[config.mk]
export PLATFORM = sky130hd
export DESIGN_NAME = mc_controller_ext_flat
export DESIGN_NICKNAME = d
export VERILOG_FILES = /design/src/rtl/mc_controller_ext_if.sv /design/src/rtl/mc_controller_ext.sv /design/src/flat_wrapper.sv
export SDC_FILE = /design/constraint.sdc
export NUM_CORES = 1
export LEC_CHECK = 0
export ABC_AREA = 1
export CORE_UTILIZATION = 48
export CTS_BUF_LIST = sky130_fd_sc_hd__clkbuf_8
export DETAILED_ROUTE_END_ITERATION = 10
export GPL_TIMING_DRIVEN = 0
export PLACE_DENSITY = 0.82
export SLEW_MARGIN = 20
export SYNTH_ARGS = -nofsm -noshare
export SYNTH_HDL_FRONTEND = slang
export SYNTH_SLANG_ARGS = --single-unit
[constraint.sdc]
create_clock -name clk -period 1.7 [get_ports clk]
set_input_delay 0.34 -clock clk [delete_from_list [all_inputs] [get_ports clk]]
set_output_delay 0.34 -clock clk [all_outputs]
set_load 0.05 [all_outputs]
[src/rtl/mc_controller_ext_if.sv]
// Control/status bundle between the multicycle MIPS controller and its datapath.
// The controller is the master: it samples IR fields and flags, and drives every strobe.
interface mc_controller_ext_if;
    logic [5:0] op;
    logic [5:0] funct;
    logic       zero;
    logic       memready;

    logic       pcen;
    logic       memwrite;
    logic       memreq;
    logic       irwrite;
    logic       regwrite;
    logic       alusrca;
    logic       iord;
    logic       memtoreg;
    logic       regdst;
    logic [1:0] alusrcb;
    logic [1:0] pcsrc;
    logic [2:0] alucontrol;
    logic       illegal;
    logic [3:0] state;

    modport master (
        input  op, funct, zero, memready,
        output pcen, memwrite, memreq, irwrite, regwrite, alusrca, iord,
               memtoreg, regdst, alusrcb, pcsrc, alucontrol, illegal, state
    );

    modport slave (
        output op, funct, zero, memready,
        input  pcen, memwrite, memreq, irwrite, regwrite, alusrca, iord,
               memtoreg, regdst, alusrcb, pcsrc, alucontrol, illegal, state
    );
endinterface

[src/rtl/mc_controller_ext.sv]
// Multicycle MIPS control unit: Moore main FSM, ALU decoder and PC-enable logic,
// with bne/addi/j extensions, optional memory wait states and illegal-opcode reporting.
//
// state   | meaning
// --------+------------------------------------------------
// FETCH   | read instruction at PC, PC <= PC+4 (waits on memready)
// DECODE  | register read, branch target into ALUOut
// MEMADR  | effective address for lw/sw
// MEMRD   | data read (waits on memready)
// MEMWB   | load write-back to rt
// MEMWR   | data write (waits on memready)
// EXECUTE | R-type ALU operation
// ALUWB   | R-type write-back to rd
// BEQ     | PC <= ALUOut when zero
// ADDIEX  | rs + SignImm
// ADDIWB  | addi write-back to rt
// JUMP    | PC <= jump target
// BNE     | PC <= ALUOut when not zero
module mc_controller_ext #(
    parameter bit MEM_WAIT = 1'b0,
    parameter bit EN_BNE   = 1'b1,
    parameter bit EN_ADDI  = 1'b1,
    parameter bit EN_JUMP  = 1'b1
) (
    input  logic                   clk,
    input  logic                   reset,
    mc_controller_ext_if.master    bus
);

    typedef enum logic [3:0] {
        S_FETCH   = 4'd0,
        S_DECODE  = 4'd1,
        S_MEMADR  = 4'd2,
        S_MEMRD   = 4'd3,
        S_MEMWB   = 4'd4,
        S_MEMWR   = 4'd5,
        S_EXECUTE = 4'd6,
        S_ALUWB   = 4'd7,
        S_BEQ     = 4'd8,
        S_ADDIEX  = 4'd9,
        S_ADDIWB  = 4'd10,
        S_JUMP    = 4'd11,
        S_BNE     = 4'd12
    } state_t;

    localparam logic [5:0] OP_R    = 6'b000000;
    localparam logic [5:0] OP_LW   = 6'b100011;
    localparam logic [5:0] OP_SW   = 6'b101011;
    localparam logic [5:0] OP_BEQ  = 6'b000100;
    localparam logic [5:0] OP_BNE  = 6'b000101;
    localparam logic [5:0] OP_ADDI = 6'b001000;
    localparam logic [5:0] OP_J    = 6'b000010;

    typedef struct packed {
        logic       memreq;
        logic       iord;
        logic       alusrca;
        logic [1:0] alusrcb;
        logic [1:0] aluop;
        logic [1:0] pcsrc;
        logic       memwrite;
        logic       regwrite;
        logic       regdst;
        logic       memtoreg;
        logic       branch;
        logic       branchne;
        logic       jump;
        logic       fetch;
    } ctl_t;

    // Per-state Moore outputs; unreachable codes fall through to all-zero.
    function automatic ctl_t ctl_of(input state_t s);
        ctl_t c;
        c = '0;
        case (s)
            S_FETCH: begin
                c.memreq  = 1'b1;
                c.alusrcb = 2'b01;
                c.fetch   = 1'b1;
            end
            S_DECODE:  c.alusrcb = 2'b11;
            S_MEMADR: begin
                c.alusrca = 1'b1;
                c.alusrcb = 2'b10;
            end
            S_MEMRD: begin
                c.memreq = 1'b1;
                c.iord   = 1'b1;
            end
            S_MEMWB: begin
                c.memtoreg = 1'b1;
                c.regwrite = 1'b1;
            end
            S_MEMWR: begin
                c.memreq   = 1'b1;
                c.iord     = 1'b1;
                c.memwrite = 1'b1;
            end
            S_EXECUTE: begin
                c.alusrca = 1'b1;
                c.aluop   = 2'b10;
            end
            S_ALUWB: begin
                c.regdst   = 1'b1;
                c.regwrite = 1'b1;
            end
            S_BEQ: begin
                c.alusrca = 1'b1;
                c.aluop   = 2'b01;
                c.pcsrc   = 2'b01;
                c.branch  = 1'b1;
            end
            S_ADDIEX: begin
                c.alusrca = 1'b1;
                c.alusrcb = 2'b10;
            end
            S_ADDIWB:  c.regwrite = 1'b1;
            S_JUMP: begin
                c.pcsrc = 2'b10;
                c.jump  = 1'b1;
            end
            S_BNE: begin
                c.alusrca  = 1'b1;
                c.aluop    = 2'b01;
                c.pcsrc    = 2'b01;
                c.branchne = 1'b1;
            end
            default: c = '0;
        endcase
        return c;
    endfunction

    state_t     state_q;
    state_t     state_n;
    ctl_t       ctl_q;
    logic       mr_eff;
    logic       op_legal;
    logic       illegal_c;
    logic       pcwrite_c;
    logic       pcen_c;
    logic [2:0] aluctl_c;

    assign mr_eff = MEM_WAIT ? bus.memready : 1'b1;

    always_comb begin
        op_legal = 1'b0;
        case (bus.op)
            OP_R, OP_LW, OP_SW, OP_BEQ: op_legal = 1'b1;
            OP_BNE:                     op_legal = EN_BNE;
            OP_ADDI:                    op_legal = EN_ADDI;
            OP_J:                       op_legal = EN_JUMP;
            default:                    op_legal = 1'b0;
        endcase
    end

    always_comb begin
        state_n = state_q;
        case (state_q)
            S_FETCH:   state_n = mr_eff ? S_DECODE : S_FETCH;
            S_DECODE: begin
                state_n = S_FETCH;
                if (op_legal) begin
                    case (bus.op)
                        OP_LW, OP_SW: state_n = S_MEMADR;
                        OP_R:         state_n = S_EXECUTE;
                        OP_BEQ:       state_n = S_BEQ;
                        OP_BNE:       state_n = S_BNE;
                        OP_ADDI:      state_n = S_ADDIEX;
                        OP_J:         state_n = S_JUMP;
                        default:      state_n = S_FETCH;
                    endcase
                end
            end
            S_MEMADR:  state_n = (bus.op == OP_SW) ? S_MEMWR : S_MEMRD;
            S_MEMRD:   state_n = mr_eff ? S_MEMWB : S_MEMRD;
            S_MEMWB:   state_n = S_FETCH;
            S_MEMWR:   state_n = mr_eff ? S_FETCH : S_MEMWR;
            S_EXECUTE: state_n = S_ALUWB;
            S_ALUWB:   state_n = S_FETCH;
            S_ADDIEX:  state_n = S_ADDIWB;
            S_ADDIWB:  state_n = S_FETCH;
            S_BEQ, S_BNE, S_JUMP: state_n = S_FETCH;
            default:   state_n = S_FETCH;
        endcase
    end

    // Control word is registered alongside the state so both always agree.
    always_ff @(posedge clk) begin
        if (!reset) begin
            state_q <= S_FETCH;
            ctl_q   <= ctl_of(S_FETCH);
        end else begin
            state_q <= state_n;
            ctl_q   <= ctl_of(state_n);
        end
    end

    always_comb begin
        aluctl_c = 3'b010;
        case (ctl_q.aluop)
            2'b01:   aluctl_c = 3'b110;
            2'b10: begin
                case (bus.funct)
                    6'b100000: aluctl_c = 3'b010;
                    6'b100010: aluctl_c = 3'b110;
                    6'b100100: aluctl_c = 3'b000;
                    6'b100101: aluctl_c = 3'b001;
                    6'b101010: aluctl_c = 3'b111;
                    default:   aluctl_c = 3'b010;
                endcase
            end
            default: aluctl_c = 3'b010;
        endcase
    end

    assign illegal_c = (state_q == S_DECODE) && !op_legal;
    assign pcwrite_c = (ctl_q.fetch & mr_eff) | ctl_q.jump;
    assign pcen_c    = pcwrite_c | (ctl_q.branch & bus.zero) | (ctl_q.branchne & ~bus.zero);

    // Everything except the debug state is silenced while reset is held low.
    assign bus.pcen       = reset & pcen_c;
    assign bus.memwrite   = reset & ctl_q.memwrite;
    assign bus.memreq     = reset & ctl_q.memreq;
    assign bus.irwrite    = reset & ctl_q.fetch & mr_eff;
    assign bus.regwrite   = reset & ctl_q.regwrite;
    assign bus.alusrca    = reset & ctl_q.alusrca;
    assign bus.iord       = reset & ctl_q.iord;
    assign bus.memtoreg   = reset & ctl_q.memtoreg;
    assign bus.regdst     = reset & ctl_q.regdst;
    assign bus.alusrcb    = reset ? ctl_q.alusrcb : 2'b00;
    assign bus.pcsrc      = reset ? ctl_q.pcsrc : 2'b00;
    assign bus.alucontrol = reset ? aluctl_c : 3'b000;
    assign bus.illegal    = reset & illegal_c;
    assign bus.state      = state_q;

endmodule

[src/flat_wrapper.sv]
// flat-port wrapper written by rule: the top's interface ports become plain ports
module mc_controller_ext_flat 
#(
    parameter bit MEM_WAIT = 1'b0,
    parameter bit EN_BNE   = 1'b1,
    parameter bit EN_ADDI  = 1'b1,
    parameter bit EN_JUMP  = 1'b1
)
  (clk, reset, bus_op, bus_funct, bus_zero, bus_memready, bus_pcen, bus_memwrite, bus_memreq, bus_irwrite, bus_regwrite, bus_alusrca, bus_iord, bus_memtoreg, bus_regdst, bus_alusrcb, bus_pcsrc, bus_alucontrol, bus_illegal, bus_state);
  mc_controller_ext_if bus_i ();
  input  logic clk;
  input  logic reset;
  input wire logic [$bits(bus_i.op)-1:0] bus_op;
  input wire logic [$bits(bus_i.funct)-1:0] bus_funct;
  input wire logic [$bits(bus_i.zero)-1:0] bus_zero;
  input wire logic [$bits(bus_i.memready)-1:0] bus_memready;
  output wire logic [$bits(bus_i.pcen)-1:0] bus_pcen;
  output wire logic [$bits(bus_i.memwrite)-1:0] bus_memwrite;
  output wire logic [$bits(bus_i.memreq)-1:0] bus_memreq;
  output wire logic [$bits(bus_i.irwrite)-1:0] bus_irwrite;
  output wire logic [$bits(bus_i.regwrite)-1:0] bus_regwrite;
  output wire logic [$bits(bus_i.alusrca)-1:0] bus_alusrca;
  output wire logic [$bits(bus_i.iord)-1:0] bus_iord;
  output wire logic [$bits(bus_i.memtoreg)-1:0] bus_memtoreg;
  output wire logic [$bits(bus_i.regdst)-1:0] bus_regdst;
  output wire logic [$bits(bus_i.alusrcb)-1:0] bus_alusrcb;
  output wire logic [$bits(bus_i.pcsrc)-1:0] bus_pcsrc;
  output wire logic [$bits(bus_i.alucontrol)-1:0] bus_alucontrol;
  output wire logic [$bits(bus_i.illegal)-1:0] bus_illegal;
  output wire logic [$bits(bus_i.state)-1:0] bus_state;
  assign bus_i.op = bus_op;
  assign bus_i.funct = bus_funct;
  assign bus_i.zero = bus_zero;
  assign bus_i.memready = bus_memready;
  assign bus_pcen = bus_i.pcen;
  assign bus_memwrite = bus_i.memwrite;
  assign bus_memreq = bus_i.memreq;
  assign bus_irwrite = bus_i.irwrite;
  assign bus_regwrite = bus_i.regwrite;
  assign bus_alusrca = bus_i.alusrca;
  assign bus_iord = bus_i.iord;
  assign bus_memtoreg = bus_i.memtoreg;
  assign bus_regdst = bus_i.regdst;
  assign bus_alusrcb = bus_i.alusrcb;
  assign bus_pcsrc = bus_i.pcsrc;
  assign bus_alucontrol = bus_i.alucontrol;
  assign bus_illegal = bus_i.illegal;
  assign bus_state = bus_i.state;
  mc_controller_ext #(.MEM_WAIT(MEM_WAIT), .EN_BNE(EN_BNE), .EN_ADDI(EN_ADDI), .EN_JUMP(EN_JUMP)) u_core (.clk(clk), .reset(reset), .bus(bus_i));
endmodule
==> results of run 1 <==
-- layout make-up --
class | count | area (sq um) | area share, %
multi-input cells | 114 | 752 | 41.1
flip-flops and latches | 20 | 410 | 22.4
repair buffers | 41 | 352 | 19.2
inverters | 41 | 159 | 8.67
plain buffers | 3 | 52.6 | 2.87
clock buffers | 3 | 41.3 | 2.25
well taps | 28 | 35.0 | 1.91
clock inverters | 1 | 30.0 | 1.64
-- worst max-delay path: cells and delay by family (launching register included) --
family,cells,cell delay (ps)
fa+ha+maj,1,150
compound gates,3,340
flops,1,360
buf+inv,4,350
-- per-layer routing --
metal | track usage, % | up-vias | routed length (um)
li1 | - | 636 | -
met1 | 28.9 | 581 | 1280
met4 | 9.91 | 0 | 35
met3 | 4.09 | 5 | 160
met5 | 0 | - | 0
met2 | 50.2 | 35 | 1800
-- worst max-delay path by stage --
stage | startpoint | slack [ps] | endpoint
final | u_core.ctl_q[8] | -120 | bus_alucontrol[1]
after global routing | u_core.ctl_q[8] | -160 | bus_alucontrol[1]
after CTS | u_core.ctl_q[8] | -130 | bus_alucontrol[1]
after detailed placement | reset | -1140 | bus_irwrite
after global placement | reset | -1160 | bus_iord
after floorplan | u_core.bus.state[0] | -90 | bus_illegal
-- cells by family (layout without fill, tap and decap cells) --
logic type                 after synthesis  in the layout  synth area share, %
and+or+nand+nor                        104            104                 46.7
AOI/OAI and AO/OA                        8              8                 3.97
DFF                                     20             20                 33.4
adders and majority gates                2              2                 2.09
buffers and inverters                   44             89                 13.8
-- cells in the final DEF (no fill, tap or decap), types with 2 or more instances in the layout --
| cell | Yosys | layout |
|---|---|---|
| nand2_1 | 39 | 37 |
| inv_1 | 31 | 25 |
| nor2_1 | 15 | 15 |
| inv_2 | 10 | 14 |
| dfxtp_1 | 20 | 14 |
| buf_6 | 0 | 13 |
| nor2_2 | 10 | 9 |
| nand3_2 | 8 | 9 |
| dlygate4sd2_1 | 0 | 9 |
| nand3_1 | 9 | 7 |
| buf_2 | 0 | 6 |
| buf_4 | 0 | 6 |
| clkbuf_8 | 0 | 5 |
| nand2_2 | 4 | 5 |
| dfxtp_2 | 0 | 5 |
| nor2_4 | 3 | 4 |
| nor4_1 | 6 | 4 |
| clkbuf_2 | 0 | 4 |
| nand2_4 | 2 | 3 |
| nor3_4 | 0 | 3 |
| a21oi_1 | 3 | 3 |
| inv_4 | 0 | 2 |
| nor4_4 | 0 | 2 |
-- sequential cells by signal, indices dropped and copies added (netlist names) --
register,flops
u_core.ctl_q,16
u_core.bus.state,4
-- through the flow --
stage	cells	utilization (%)
5_1_grt	251	80.5
6_report	251	80.5
4_1_cts	250	79.3
2_1_floorplan	178	-
3_5_place_dp	241	71.4
3_3_place_gp	241	71.4
-- report_power, final --
group          total (mW)  leakage [nW]  internal (mW)  switching [mW]
combinational       0.299         0.789          0.105           0.194
clock               0.478        0.0357          0.315           0.164
sequential          0.491         0.166          0.482         0.00916
total                1.27         0.990          0.902           0.367
-- what timing repair did --
action,4_1_cts,5_1_grt
buffers inserted,5,1
pin swaps,11,3
endpoints found under the setup margin,22,5
resized for setup,165,17
==> run summary, run 1 <==
Num rows -> 17
Post-synthesis register bit count -> 20
F_max -> 550 MHz
RSZ-0062 raised after global routing -> yes
Design area -> 1830 sq um
Synthesis Warnings -> 0
DR pass1 iterations -> 4
Routed Antenna Nets -> 0
Clk buf depth -> 2
Worst-Margin Slew -> 488 ps
Worst hold endpoint -> u_core.bus.state[1]
Critical path type -> flip-flop to output port
Top FF cell, synth -> dfxtp_1
Initial Util -> 52.6%
Placed Area -> 1630 sq um
Tcrit/Tclk final -> 107%
WP data required -> 1360 ps
H-tree depth -> 1
Pre-CTS setup slack -> -1140 ps
Largest net degree at the start of global routing -> 13
Die area -> 2700 sq um
Clock Latency Late Sink -> 260 ps
Final worst-path setup slack -> -118 ps
Vias/cell -> 5.01
Ys async rst share -> 0%
Leak -> 0.990 nW
Antenna Cells -> 0
Syn Nets -> 196
Final Max Slew Viols -> 0
FILL cells -> 160
Most frequent cell after synthesis -> nand2_1
First-pass GRT wire length -> 5240 um
Failing checks -> negative setup slack
R2R Setup Slk -> 220 ps
Setup TNS -> -200 ps
Detailed Place HPWL -> 2220 um
Unique masters post-synth -> 24
Vias in the first global route -> 1233
Worst Skew -> 0.988 ps
Max-cap check violation count -> 0
Layout Nets -> 242
Final Power -> 1.27 mW
Synth Cell Area -> 1200 sq um
Clock sink count -> 20
Hold Fails Final Rpt -> 0
EDFF count, synth -> 0
Crit Path Max Fanout -> 3
# port buffers -> 35
Cell mode on critical path -> inv_2
Commonest cells post-synth -> nand2_1 (39), inv_1 (31), dfxtp_1 (20), nor2_1 (15)
R2R Path Start -> u_core.bus.state[2]
Routed WL per cell -> 13.1 um
Initial DRC Count -> 18
Critical Path Max Stage Delay -> 360 ps
Peak supply drop -> 0.761 mV
# IOs -> 37
Cells on Worst Hold Path -> 3
Inserted Clock Buffers -> 3
# hold bufs at CTS -> 0
Die W -> 51.9 um
Fraction of the yosys area taken by sequential cells -> 33.4%
Worst setup SP type -> flip-flop
Critical path, cell by cell -> inv_2, ha_4, a21o_1, inv_2, o21ai_2, o21ai_1, inv_1, buf_6
Antenna violations before repair -> 0
Max stage delay cell, worst path -> dfxtp_2
Routed vias -> 1257
Status -> finished, violations left
# setup viols final -> 3
Reg2Reg Depth -> 13
Share of cells above drive strength 1 -> 44.8%
GRT overflow -> 0
Critical Path AT -> 1480 ps
Worst Hold Launch -> reset
Cells after Synth -> 178
Critical path endpoint category -> output port
Hold/Removal Path Class -> input port to flip-flop
Final wirelength -> 3280 um
DRC -> 0
Fin crit period -> 1820 ps
CTS tree -> built
Slew HR -> 67.6%
Top cell type's share of synthesized area -> 33.4%
GPL Wtd Cong -> 0.871
Total GRT Usage -> 26.5%
Die H -> 51.9 um
Post-synth top area cell -> dfxtp_1
Root buf cell -> clkbuf_8
Syn_area_per_cell -> 6.73 sq um
CTS clk-pin slew, worst paths -> 70 ps
Power density over the cells -> 693 nW/um^2
Synth top area cells -> dfxtp_1 (33%), nand2_1 (12%), inv_1 (9.7%)
R2R Path End -> u_core.ctl_q[14]
P&R area growth vs syn -> 53.0%
Core footprint -> 2280 sq um
Hold_ws -> 568 ps
Note: power is estimated with default switching activity, not from simulation.
==> inputs of run 2 (changes only) <==
Settings changed: CTS_CLUSTER_DIAMETER set to 120, MAX_ROUTING_LAYER set to met4.
==> run 2 against run 1 <==
Against the previous run:
- the flow still finishes with violations (negative setup slack)
- utilization did not move
- first-iteration DRC count did not move
- sequential share of layout area did not move
- via count rose by 1.3%
- setup slack improved by 0.73 ps
- count of clock-buffer cells in the layout did not move
- largest power group unchanged
- highest routed layer unchanged
==> run summary, run 2 (synthesis gave the netlist of run 1 again) <==
Antenna violations before repair -> 0 (unchanged)
Most frequent cells in the layout -> nand2_1 (37), inv_1 (25), nor2_1 (15)
FILL cells -> 160 (unchanged)
Fin crit period -> 1820 ps (-0.733 ps)
Delay-heaviest family, CP -> flip-flops
Max-cap check violation count -> 0 (unchanged)
# IOs -> 37 (unchanged)
Setup TNS -> -199 ps (+1.07 ps)
Final wirelength -> 3280 um (unchanged)
Share of cells above drive strength 1 -> 44.8% (unchanged)
Leak -> 0.990 nW (unchanged)
DR pass1 iterations -> 4 (unchanged)
Layout Nets -> 242 (unchanged)
Status -> finished, violations left
CP startpoint -> u_core.ctl_q[8]
# port buffers -> 35 (unchanged)
RSZ-0062 raised after global routing -> yes
Detailed Place HPWL -> 2220 um (unchanged)
Psw -> 0.366 mW (-0.33%)
Switch share -> 28.9% (-0.066 points)
Cell mode on critical path -> inv_2
Final Power -> 1.27 mW (about the same)
Number of flip-flops in the largest register -> 16 (unchanged)
Clk buf depth -> 2 (unchanged)
H-tree depth -> 1 (unchanged)
Routed vias -> 1273 (+1.3%)
Worst-Margin Slew -> 488 ps (unchanged)
Int Power -> 0.902 mW (about the same)
Critical Path Max Stage Delay -> 360 ps (about the same)
R2R Path Start -> u_core.bus.state[2]
Peak supply drop -> 0.761 mV (about the same)
R2R Path End -> u_core.ctl_q[6]
Initial Util -> 52.6% (unchanged)
# setup viols final -> 3 (unchanged)
Num rows -> 17 (unchanged)
DRC -> 0 (unchanged)
Critical path endpoint category -> output port
Failing checks -> negative setup slack
Routed WL per cell -> 13.1 um (unchanged)
Critical Path AT -> 1480 ps (about the same)
Initial DRC Count -> 18 (unchanged)
Worst setup SP type -> flip-flop
Clock Latency Late Sink -> 260 ps (about the same)
Buf/Inv on CP -> 4 (unchanged)
Clock group share of total power -> 37.6% (about the same)
Design area -> 1830 sq um (unchanged)
Critical path type -> flip-flop to output port
Util after Layout -> 80.5% (unchanged)
WP data required -> 1360 ps (about the same)
Number of cells on the critical path -> 8 (unchanged)
Critical path, cell by cell -> inv_2, ha_4, a21o_1, inv_2, o21ai_2, o21ai_1, inv_1, buf_6
P&R area growth vs syn -> 53.0% (unchanged)
Final worst-path setup slack -> -117 ps (+0.733 ps)
Die area -> 2700 sq um (unchanged)
Total GRT Usage -> 27.1% (+0.57 points)
Pre-CTS setup slack -> -1140 ps (unchanged)
Vias in the first global route -> 1235 (+0.16%)
Clock sink count -> 20 (unchanged)
Root buf cell -> clkbuf_8
Multi-input gate area -> 752 sq um (unchanged)
Die W -> 51.9 um (unchanged)
Seq pwr share -> 38.8% (about the same)
F_max -> 550 MHz (about the same)
Dpl cells -> 241 (unchanged)
Worst setup path end -> bus_alucontrol[1]
Placed Area -> 1630 sq um (unchanged)
Largest net degree at the start of global routing -> 13 (unchanged)
Max stage delay cell, worst path -> dfxtp_2
Routed Antenna Nets -> 0 (unchanged)
Final Max Slew Viols -> 0 (unchanged)
Layout Cells excl Fill -> 251 (unchanged)
Biggest register -> u_core.ctl_q
Sequential cell area -> 410 sq um (unchanged)
Reg2Reg Depth -> 8 (-5)
Antenna Cells -> 0 (unchanged)
Hold_ws -> 571 ps (+2.88 ps)
Inserted Clock Buffers -> 3 (unchanged)
Worst Skew -> 1.37 ps (+0.379 ps)
CTS clk-pin slew, worst paths -> 70 ps (about the same)
GPL Wtd Cong -> 0.885 (+1.6%)
CTS tree -> built
Power density over the cells -> 692 nW/um^2 (about the same)
Die H -> 51.9 um (unchanged)
Hold Fails Final Rpt -> 0 (unchanged)
Hold/Removal Path Class -> input port to flip-flop
Worst Hold Launch -> reset
Crit Path Max Fanout -> 3 (unchanged)
First-pass GRT wire length -> 5220 um (-0.27%)
Core footprint -> 2280 sq um (unchanged)
R2R Setup Slk -> 220 ps (about the same)
Slew HR -> 67.6% (unchanged)
Tcrit/Tclk final -> 107% (about the same)
Vias/cell -> 5.07 (+1.3%)
GRT overflow -> 0 (unchanged)
Comb power frac -> 23.6% (about the same)
Commonest non-fill, non-tap cell in the layout -> nand2_1
## run 2: how the worst min path moves through the flow
stage	end	slack, ps	depth (start not counted)
finish	u_core.bus.state[1]	570	3
global route	u_core.bus.state[1]	580	3
CTS	u_core.bus.state[1]	570	3
detailed placement	u_core.ctl_q[15]	590	3
global placement	u_core.ctl_q[15]	570	3
floorplan	u_core.bus.state[1]	590	2
## run 2: layout make-up
class	instances	share of cell area [%]
Clock buffer	3	2.25
Timing Repair Buffer	41	19.2
Tap cell	28	1.91
Sequential cell	20	22.4
Multi-Input combinational cell	114	41.1
Inverter	41	8.67
Clock inverter	1	1.64
Buffer	3	2.87
## run 2: power groups by stage
| stage | registers (mW) | logic, mW | clock network [mW] |
|---|---|---|---|
| 3_5_place_dp | 0.504 | 0.276 | 0 |
| 3_3_place_gp | 0.502 | 0.268 | 0 |
| 4_1_cts | 0.491 | 0.289 | 0.488 |
| 2_1_floorplan | 0.514 | 0.167 | 0 |
| 6_report | 0.491 | 0.299 | 0.477 |
| 5_1_grt | 0.493 | 0.317 | 0.503 |
## run 2: worst min-delay path, delay by kind of cell
| family | cells | cell delay [ps] |
|---|---|---|
| buffers and inverters | 2 | 390 |
| and+or+nand+nor | 1 | 70 |
## run 2: repair_timing
action | 4_1_cts | 5_1_grt
endpoints found under the setup margin | 22 | 5
pin swaps | 11 | 3
gates resized for setup | 165 | 17
hold buffers | 0 | 0
setup buffers | 5 | 1
## run 2: metal layers
layer  routed length, um  GRT usage [%]  up-vias
li1                    -              -      638
met1                1260           28.4      578
met2                1790           50.4       48
met3                 172           4.09        9
met4                  53           9.91        0
met5                   0              -        -
